<file path="config.mk">
export PLATFORM = sky130hd
export DESIGN_NAME = guess_display_seq
export DESIGN_NICKNAME = d
export VERILOG_FILES = /design/src/rtl/guess_display_seq.sv
export SDC_FILE = /design/constraint.sdc
export NUM_CORES = 1
export LEC_CHECK = 0
export CELL_PAD_IN_SITES_DETAIL_PLACEMENT = 2
export CELL_PAD_IN_SITES_GLOBAL_PLACEMENT = 2
export CORE_MARGIN = 1.5
export CORE_UTILIZATION = 35
export DETAILED_ROUTE_END_ITERATION = 10
export PLACE_DENSITY_LB_ADDON = 0.1
export SYNTH_ARGS = -nofsm -noshare
export SYNTH_HDL_FRONTEND = slang
export SYNTH_SLANG_ARGS = --single-unit
</file>
<file path="constraint.sdc">
create_clock -name clk -period 8.2 [get_ports clk]
set_input_delay 1.64 -clock clk [delete_from_list [all_inputs] [get_ports clk]]
set_output_delay 1.64 -clock clk [all_outputs]
set_load 0.03 [all_outputs]
</file>
<file path="src/rtl/guess_display_seq.sv">
// Registered seven-segment / LED driver for the N-digit A/B guessing game.
// Owns the blink divider and a timed per-digit result reveal with A/B tallies.
module guess_display_seq #(
    parameter int N_DIGITS      = 4,
    parameter int MAX_CHANCES   = 5,
    parameter int LED_W         = 10,
    parameter int BLINK_DIV     = 25_000_000,
    parameter int REVEAL_CYCLES = 12_500_000
) (
    input  logic                             clk,
    input  logic                             rst_n,
    input  logic [2:0]                       mode,
    input  logic [$clog2(N_DIGITS)-1:0]      cursor,
    input  logic [4*N_DIGITS-1:0]            target,
    input  logic [4*N_DIGITS-1:0]            guess,
    input  logic [3:0]                       candidate,
    input  logic                             sw_valid,
    input  logic [N_DIGITS-1:0]              is_random,
    input  logic [$clog2(MAX_CHANCES+1)-1:0] chances,
    input  logic                             result_start,
    output logic [7*N_DIGITS-1:0]            hex_seg,
    output logic [LED_W-1:0]                 ledr,
    output logic [3:0]                       a_count,
    output logic [3:0]                       b_count,
    output logic                             reveal_done,
    output logic                             blink
);

    localparam int CW = $clog2(N_DIGITS);
    localparam int BW = $clog2(BLINK_DIV);
    localparam int TW = $clog2(REVEAL_CYCLES + 1);

    localparam logic [3:0] CH_A  = 4'hA;
    localparam logic [3:0] CH_B  = 4'hB;
    localparam logic [3:0] CH_US = 4'hC;
    localparam logic [3:0] CH_L  = 4'hD;
    localparam logic [3:0] CH_E  = 4'hE;
    localparam logic [3:0] CH_BL = 4'hF;

    localparam logic [2:0] M_SET    = 3'd1;
    localparam logic [2:0] M_GUESS  = 3'd2;
    localparam logic [2:0] M_RESULT = 3'd3;
    localparam logic [2:0] M_WIN    = 3'd4;
    localparam logic [2:0] M_LOSE   = 3'd5;

    // Active-low segments, bit order gfedcba.
    function automatic logic [6:0] hex_decoder(input logic [3:0] c);
        logic [6:0] s;
        case (c)
            4'h0:    s = 7'h40;
            4'h1:    s = 7'h79;
            4'h2:    s = 7'h24;
            4'h3:    s = 7'h30;
            4'h4:    s = 7'h19;
            4'h5:    s = 7'h12;
            4'h6:    s = 7'h02;
            4'h7:    s = 7'h78;
            4'h8:    s = 7'h00;
            4'h9:    s = 7'h10;
            4'hA:    s = 7'h08;
            4'hB:    s = 7'h03;
            4'hC:    s = 7'h77;
            4'hD:    s = 7'h47;
            4'hE:    s = 7'h06;
            default: s = 7'h7F;
        endcase
        return s;
    endfunction

    typedef enum logic [1:0] {R_IDLE, R_RUN, R_DONE} r_state_t;

    r_state_t              state_q, state_d;
    logic [BW-1:0]         blink_cnt;
    logic [CW-1:0]         ptr_q, ptr_d;
    logic [TW-1:0]         tmr_q, tmr_d;
    logic [4*N_DIGITS-1:0] g_snap_q, g_snap_d;
    logic [4*N_DIGITS-1:0] t_snap_q, t_snap_d;
    logic [N_DIGITS-1:0]   rev_q, rev_d;
    logic [N_DIGITS-1:0]   isa_q, isa_d;
    logic [N_DIGITS-1:0]   isb_q, isb_d;
    logic [3:0]            a_q, a_d, b_q, b_d;
    logic                  done_q, done_d;
    logic [3:0]            g_cur;
    logic                  hit_a, hit_b;
    logic [4*N_DIGITS-1:0] ch_d;
    logic [7*N_DIGITS-1:0] seg_d;
    logic [LED_W-1:0]      led_d;
    int                    k;

    always_ff @(posedge clk) begin
        if (!rst_n) begin
            blink_cnt <= '0;
            blink     <= 1'b0;
        end else if (blink_cnt == BW'(BLINK_DIV - 1)) begin
            blink_cnt <= '0;
            blink     <= ~blink;
        end else begin
            blink_cnt <= blink_cnt + BW'(1);
        end
    end

    // A beats B: B only counts a match at some other target position.
    always_comb begin
        g_cur = g_snap_q[4*ptr_q +: 4];
        hit_a = (g_cur == t_snap_q[4*ptr_q +: 4]);
        hit_b = 1'b0;
        for (int j = 0; j < N_DIGITS; j++) begin
            if (j != int'(ptr_q) && t_snap_q[4*j +: 4] == g_cur)
                hit_b = 1'b1;
        end
    end

    always_comb begin
        state_d  = state_q;
        ptr_d    = ptr_q;
        tmr_d    = tmr_q;
        g_snap_d = g_snap_q;
        t_snap_d = t_snap_q;
        rev_d    = rev_q;
        isa_d    = isa_q;
        isb_d    = isb_q;
        a_d      = a_q;
        b_d      = b_q;
        done_d   = done_q;
        if (mode != M_RESULT) begin
            state_d = R_IDLE;
            rev_d   = '0;
            isa_d   = '0;
            isb_d   = '0;
            a_d     = '0;
            b_d     = '0;
            done_d  = 1'b0;
        end else if (result_start) begin
            state_d  = R_RUN;
            ptr_d    = CW'(N_DIGITS - 1);
            tmr_d    = '0;
            g_snap_d = guess;
            t_snap_d = target;
            rev_d    = '0;
            isa_d    = '0;
            isb_d    = '0;
            a_d      = '0;
            b_d      = '0;
            done_d   = 1'b0;
        end else if (state_q == R_RUN) begin
            if (tmr_q == TW'(REVEAL_CYCLES - 1)) begin
                tmr_d        = '0;
                rev_d[ptr_q] = 1'b1;
                isa_d[ptr_q] = hit_a;
                isb_d[ptr_q] = !hit_a && hit_b;
                a_d          = a_q + 4'(hit_a);
                b_d          = b_q + 4'(!hit_a && hit_b);
                if (ptr_q == '0)
                    state_d = R_DONE;
                else
                    ptr_d = ptr_q - CW'(1);
            end else begin
                tmr_d = tmr_q + TW'(1);
            end
        end else if (state_q == R_DONE) begin
            done_d = 1'b1;
        end
    end

    always_ff @(posedge clk) begin
        if (!rst_n) begin
            state_q  <= R_IDLE;
            ptr_q    <= '0;
            tmr_q    <= '0;
            g_snap_q <= '0;
            t_snap_q <= '0;
            rev_q    <= '0;
            isa_q    <= '0;
            isb_q    <= '0;
            a_q      <= '0;
            b_q      <= '0;
            done_q   <= 1'b0;
        end else begin
            state_q  <= state_d;
            ptr_q    <= ptr_d;
            tmr_q    <= tmr_d;
            g_snap_q <= g_snap_d;
            t_snap_q <= t_snap_d;
            rev_q    <= rev_d;
            isa_q    <= isa_d;
            isb_q    <= isb_d;
            a_q      <= a_d;
            b_q      <= b_d;
            done_q   <= done_d;
        end
    end

    // Fixed banners occupy the leftmost four digits; lead[15:12] is leftmost.
    always_comb begin : disp
        logic [15:0] lead;
        lead = {4'h1, CH_A, 4'h2, CH_B};
        case (mode)
            M_WIN:   lead = {4'(N_DIGITS), CH_A, 4'h0, CH_B};
            M_LOSE:  lead = {CH_L, 4'h0, 4'h5, CH_E};
            default: ;
        endcase
        ch_d = {N_DIGITS{CH_BL}};
        for (int i = 0; i < N_DIGITS; i++) begin
            case (mode)
                M_SET: begin
                    unique case (1'b1)
                        (i > int'(cursor)):
                            ch_d[4*i +: 4] = is_random[i] ? CH_US : target[4*i +: 4];
                        (i == int'(cursor)):
                            ch_d[4*i +: 4] = sw_valid ? (blink ? candidate : CH_BL) : CH_US;
                        default:
                            ch_d[4*i +: 4] = CH_US;
                    endcase
                end
                M_GUESS: begin
                    unique case (1'b1)
                        (i > int'(cursor)):
                            ch_d[4*i +: 4] = guess[4*i +: 4];
                        (i == int'(cursor)):
                            ch_d[4*i +: 4] = blink ? (sw_valid ? candidate : CH_US) : CH_BL;
                        default:
                            ch_d[4*i +: 4] = CH_US;
                    endcase
                end
                M_RESULT: ch_d[4*i +: 4] = guess[4*i +: 4];
                default: begin
                    if (i >= N_DIGITS - 4)
                        ch_d[4*i +: 4] = lead[4*(i-(N_DIGITS-4)) +: 4];
                end
            endcase
        end
    end

    always_comb begin
        seg_d = '0;
        for (int i = 0; i < N_DIGITS; i++)
            seg_d[7*i +: 7] = hex_decoder(ch_d[4*i +: 4]);
    end

    always_comb begin
        led_d = '0;
        k = (int'(chances) > MAX_CHANCES) ? MAX_CHANCES : int'(chances);
        case (mode)
            M_SET: ;
            M_GUESS: begin
                for (int b = 0; b < MAX_CHANCES; b++) begin
                    if (b + 1 < k)
                        led_d[b] = 1'b1;
                    else if (b + 1 == k)
                        led_d[b] = blink;
                end
            end
            M_RESULT: begin
                for (int b = 0; b < MAX_CHANCES; b++)
                    led_d[b] = (b < k);
                for (int i = 0; i < N_DIGITS; i++)
                    led_d[LED_W-N_DIGITS+i] =
                        rev_q[i] & (isa_q[i] | (isb_q[i] & blink));
            end
            default: led_d = {LED_W{blink}};
        endcase
    end

    always_ff @(posedge clk) begin
        if (!rst_n) begin
            hex_seg <= {N_DIGITS{7'h7F}};
            ledr    <= '0;
        end else begin
            hex_seg <= seg_d;
            ledr    <= led_d;
        end
    end

    assign a_count     = a_q;
    assign b_count     = b_q;
    assign reveal_done = done_q;

endmodule

</file>
# After elaboration in Yosys (flattened, before gate mapping)
# Memories as Yosys holds them, arrays and structs flattened. A register that Yosys moved wholly into a read port is not among the register bits.
# Index checks and enable logic that the tools add are counted.
# word_totals
register_bits,117
rom_bits,448
out_inout_bits,48
mem_count,4
# op_classes
addsub,5
order_cmp,12
n_eq_ne,27
n_shift,2
muxes,52
bitwise,17
n_reduce_logical,29
# memory_table
name,depth,width,read_ports,rd_ports_with_merged_regs,write_ports,line,rtl
(name not given),16,7,1,1,0,49,case (c)
(name not given),16,7,1,1,0,49,
(name not given),16,7,1,1,0,49,
(name not given),16,7,1,1,0,49,
# op_table
op,count
two-way mux 24 bit,3
case mux 4 bit (2 select lines),7
case mux 4 bit (3 select lines),4
two-way mux 4 bit,9
case mux 16 bit (2 select lines),1
variable part select 16 x 5 -> 4 bit,2
"adder 25 x 1 -> 25 bit, second input constant",1
"equality test 25 bit, second input constant",1
"adder 24 x 1 -> 24 bit, second input constant",1
"equality test 24 bit, second input constant",1
equality test 4 bit,5
two-way mux 1 bit,19
case mux 5 bit (3 select lines),1
adder 4 x 1 -> 4 bit,2
bitwise AND 1 bit,8
bitwise mux 4 bit,2
two-way mux 2 bit,4
AND reduction 2 bit,4
nonzero test 2 bit,4
"equality test 2 x 3 -> 1 bit, first input constant",2
"equality test 3 x 2 -> 1 bit, second input constant",2
"equality test 3 bit, first input constant",2
"equality test 3 bit, second input constant",2
logical AND 1 bit,6
31 further kinds,51

# Depth between registers and ports, before layout
# depth
depth_word,9
ltp_mapped,14
depth_no_buf,12

# Worst setup path before layout
# Ideal clock, no wire load.
# synth_timing
path_kind,input port to flip-flop
startpoint,input cursor[1]
endpoint,register hex_seg[26]
arrival_time_ns,3.661
t_required_ns,8.058
slack_ns,4.397
stages,10
path_buffers,1
path_cell_list,clkbuf_1 nand3b_1 or2_2 a32o_1 o21ai_0 inv_1 ha_1 inv_1 mux2i_1 o221ai_1
# synth_between
elab_chain_cells,3
# synth_rtl
element,line,rtl
"start, declared",13,"input logic [$clog2(N_DIGITS)-1:0] cursor,"
> comparator 2 bit or equality test 1 x 2 -> 1 bit (tied branches),--,
case mux 4 bit (2 select lines) (on tied branches),"216, 206",
case mux 4 bit (3 select lines) (*),204,case (mode)
"end, declared",21,"output logic [7*N_DIGITS-1:0] hex_seg,"
# Every way passes the cells marked *; elsewhere a longest branch is shown, timed or not.
# A chain may end at the register's enable or synchronous reset.

# Final worst setup path
# layout_timing
startpoint,input mode[0]
endpoint,register tmr_q[21]
# layout_between
elab_chain_cells,3
# layout_rtl
element,line,rtl
"start, declared",12,"input logic [2:0] mode,"
inequality test 3 x 2 -> 1 bit,125,if (mode != M_RESULT) begin
inverter 1 bit (no line),--,
AND reduction 2 bit (no line),--,
"end signal, assigned",181,tmr_q <= tmr_d;
"end, declared",75,"logic [TW-1:0] tmr_q, tmr_d;"
# Every way passes these cells.

==> impl_results.md <==
- Buffers on Ports: around 100
- Static Leak: 3.583 nW
- Syn Inst Count: 912
- Gr usage total: between 20 and 25%
- Remaining DRCs: 0
- Dpl hpwl: 18090 um
- Die area: 0.02288 mm^2
- Count leader, synth: dfxtp_1
- Initial antenna violation count: 0
- Fmax: ~220 MHz
- Antenna cells: 0
- Die Y: 151.3 um
- Status: finished, final reports clean
- R2r startpoint: ptr_q[0]$_SDFFE_PN0P_
- Wire length per cell: 19.72 um
- CTS sink cnt: 145
- Resize count post-CTS: 0
- Root Driver: clkbuf_16
- Max Buffers Root-to-Sink: 2
- Measured slew at the worst slew-check pin: between 1 and 1.5 ns
- Core area: 0.02169 mm^2
- Nets: 1076
- Sequential group share of total power: ~40%
- Syn-to-layout area delta: 23.81%
- PwrDens: 194.6 mW/mm^2
- Chip width: roughly 150 um
- Top post-synthesis cells by area: dfxtp_1, nand2_1, ha_1, xor2_1, nor2_1
- Hold_sp: isb_q[2]$_SDFFE_PP0P_
- Max-slew violations: 0
- Switching Fraction: about 28%
- NetSw: 0.5112 mW
- Worst Setup End Kind: register
- IO Count: 100
- Avg Synthesized Cell Area: 8.435 um^2
- CP Launch Type: input port
- RSZ-0062 raised after global routing: false
- Final wirelength: 25300 um
- Top_reg_cell synth: dfxtp_1
- Drt first pass iters: 6
- Max FO, Critical Path: 22
- Logic pwr share: approximately 14%
- Num rows: 54
- Arrival time of the worst setup path: 4.86 ns
- P_int: roughly 1.3 mW
- Final period utilization: 55.72%
- Vias: 6947
- Post-synthesis cell type count: slightly below 70
- Peak supply drop: 0.1216 mV
- ANT nets after route: 0
- Post-CTS Hold Fix Bufs: 0
- CTS tree: done
- DRT iter0 DRCs: ~290
- Hold Crit Depth: 2
- Path depth of the worst reg2reg path: 12
- Post-synth top area share: 37.74%
- Critical path type: input port to register
- Final WS setup: 3.631 ns
- Critical Path RT: about 8.5 ns
- Layout cell share with drive strength beyond 1: 6.879%
- Register area share after synthesis: 37.74%
- Reg2reg end: b_count[2]$_SDFFE_PP0P_
- Initial core utilization: 35.47%
- GRT Residual Overflow: 0
- Yosys reg bits: 145
- Via density: 5.415
- Largest net degree at the start of global routing: 42
- Worst skew pair latency: 0.43 ns
- Worst Hold Path EP: isb_q[2]$_SDFFE_PP0P_
- CTS clk-pin slew, worst paths: 0.07 ns
- Max_slew headroom: 28.49%
- Max-Cap Viols: 0
- Vias in the first global route: between 7000 and 8000
- Synth area leader: dfxtp_1
- Clock Power Share: 46.5%
- Post-synth design cell area: 0.007692 mm^2
- Post-synth EDFFs: 0
- RD Place Congestion: 0.8249
- Final setup fails: 0
- List of most frequent post-synthesis cells: dfxtp_1, nand2_1, nor2_1, a21oi_1, xor2_1
- Clk_skew: between 0.015 and 0.02 ns
- Hold Crit Class: register to register
- Yosys warning total: 0
- First-pass GRT wire length: approximately 40000 um
- Final setup TNS: 0 ns
- Tmin final: approximately 4.6 ns
- Synth async-reset ratio: 0%
- # Post-CTS Setup Buffers: 0
- Setup slack at placement: 3.193 ns
- Final Hold Fails: 0
- Flop-to-flop setup slack: 4.38 ns
- H-tree depth: 4
- Syn_nets: 997
- Total CTS buffers: 17
area by class of cell:
class                      count  area (um^2)
sequential                   145         2903
multi-input combinational    689         4488
clock inverter                14        200.2
clock buffer                  17        425.4
timing repair buffer         105         1033
inverter                      33        123.9
fill                        2431        12160
tap                          280        350.3
metrics by stage:
stage	cells	utilization, %	area, um^2	power, mW	hold WS [ns]
6_report	1283	43.91	9524	1.854	0.4583
3_5_place_dp	1252	41.03	8899	1.007	0.4527
3_3_place_gp	1252	41.03	8899	1.002	0.4382
4_1_cts	1283	43.91	9524	1.875	0.4613
2_1_floorplan	912	-	7692	0.9002	0.4297
5_1_grt	1283	43.91	9524	1.921	0.4748
power by group through the flow:
stage	sequential, mW	clock (mW)	combinational [mW]
2_1_floorplan	0.784	0	0.117
3_3_place_gp	0.752	0	0.250
3_5_place_dp	0.752	0	0.255
4_1_cts	0.736	0.881	0.258
5_1_grt	0.738	0.905	0.279
6_report	0.736	0.862	0.256
worst max-delay path, cell delays in order:
cell             delay, ns
clkdlybuf4s50_1       1.01
inv_1                 0.34
a2111oi_2             0.89
nand4_1               0.41
nor3_1                0.34
xnor2_1               0.17
nor2_1                0.05
layer usage:
metal / vias to the layer above / routed length, um / global-route usage, %
met2: 104 / 12460 / 38.89
met3: 24 / 850 / 4.398
met1: 3471 / 11670 / 29.54
met4: 0 / 320 / 5.388
li1: 3348 / - / -
met5: - / 0 / 0
layout by cell type, fill, tap and decap left out, types with 8 or more instances in the layout:
master,n
dfxtp_1,145
nand2_1,131
clkdlybuf4s50_1,98
nor2_1,92
a21oi_1,66
xor2_1,47
nand3_1,36
ha_1,33
mux2i_1,31
inv_1,31
o21ai_0,31
nor3_1,18
clkbuf_16,17
xnor2_1,16
nor3b_1,12
a31oi_1,12
nand4_1,12
mux4_2,10
and3_1,10
nand2b_1,9
nand3b_1,8
sequential cells by signal, summed over array words and instances (netlist names):
signal	flops
state_q	2
isb_q	4
b_count	4
reveal_done	1
ptr_q	2
ledr	10
g_snap_q	16
blink_cnt	25
a_count	4
t_snap_q	16
rev_q	4
isa_q	4
blink	1
hex_seg	28
tmr_q	24
cells by family after synthesis:
| group | share of synthesized area (%) |
|---|---|
| compound gates | 14.02 |
| xor+xnor | 7.173 |
| fa+ha+maj | 5.368 |
| buf+inv | 3.985 |
| flops | 37.74 |
| mux | 7.840 |
| simple gates | 23.88 |
how the worst max path moves through the flow:
stage / from / to
floorplan: cursor[1] / hex_seg[26]$_SDFF_PN1_
global placement: mode[0] / tmr_q[21]$_SDFFE_PN0P_
detailed placement: mode[0] / tmr_q[21]$_SDFFE_PN0P_
CTS: mode[0] / tmr_q[21]$_SDFFE_PN0P_
global route: mode[0] / hex_seg[26]$_SDFF_PN1_
finish: mode[0] / tmr_q[21]$_SDFFE_PN0P_
(Power assumes the default switching activity.)
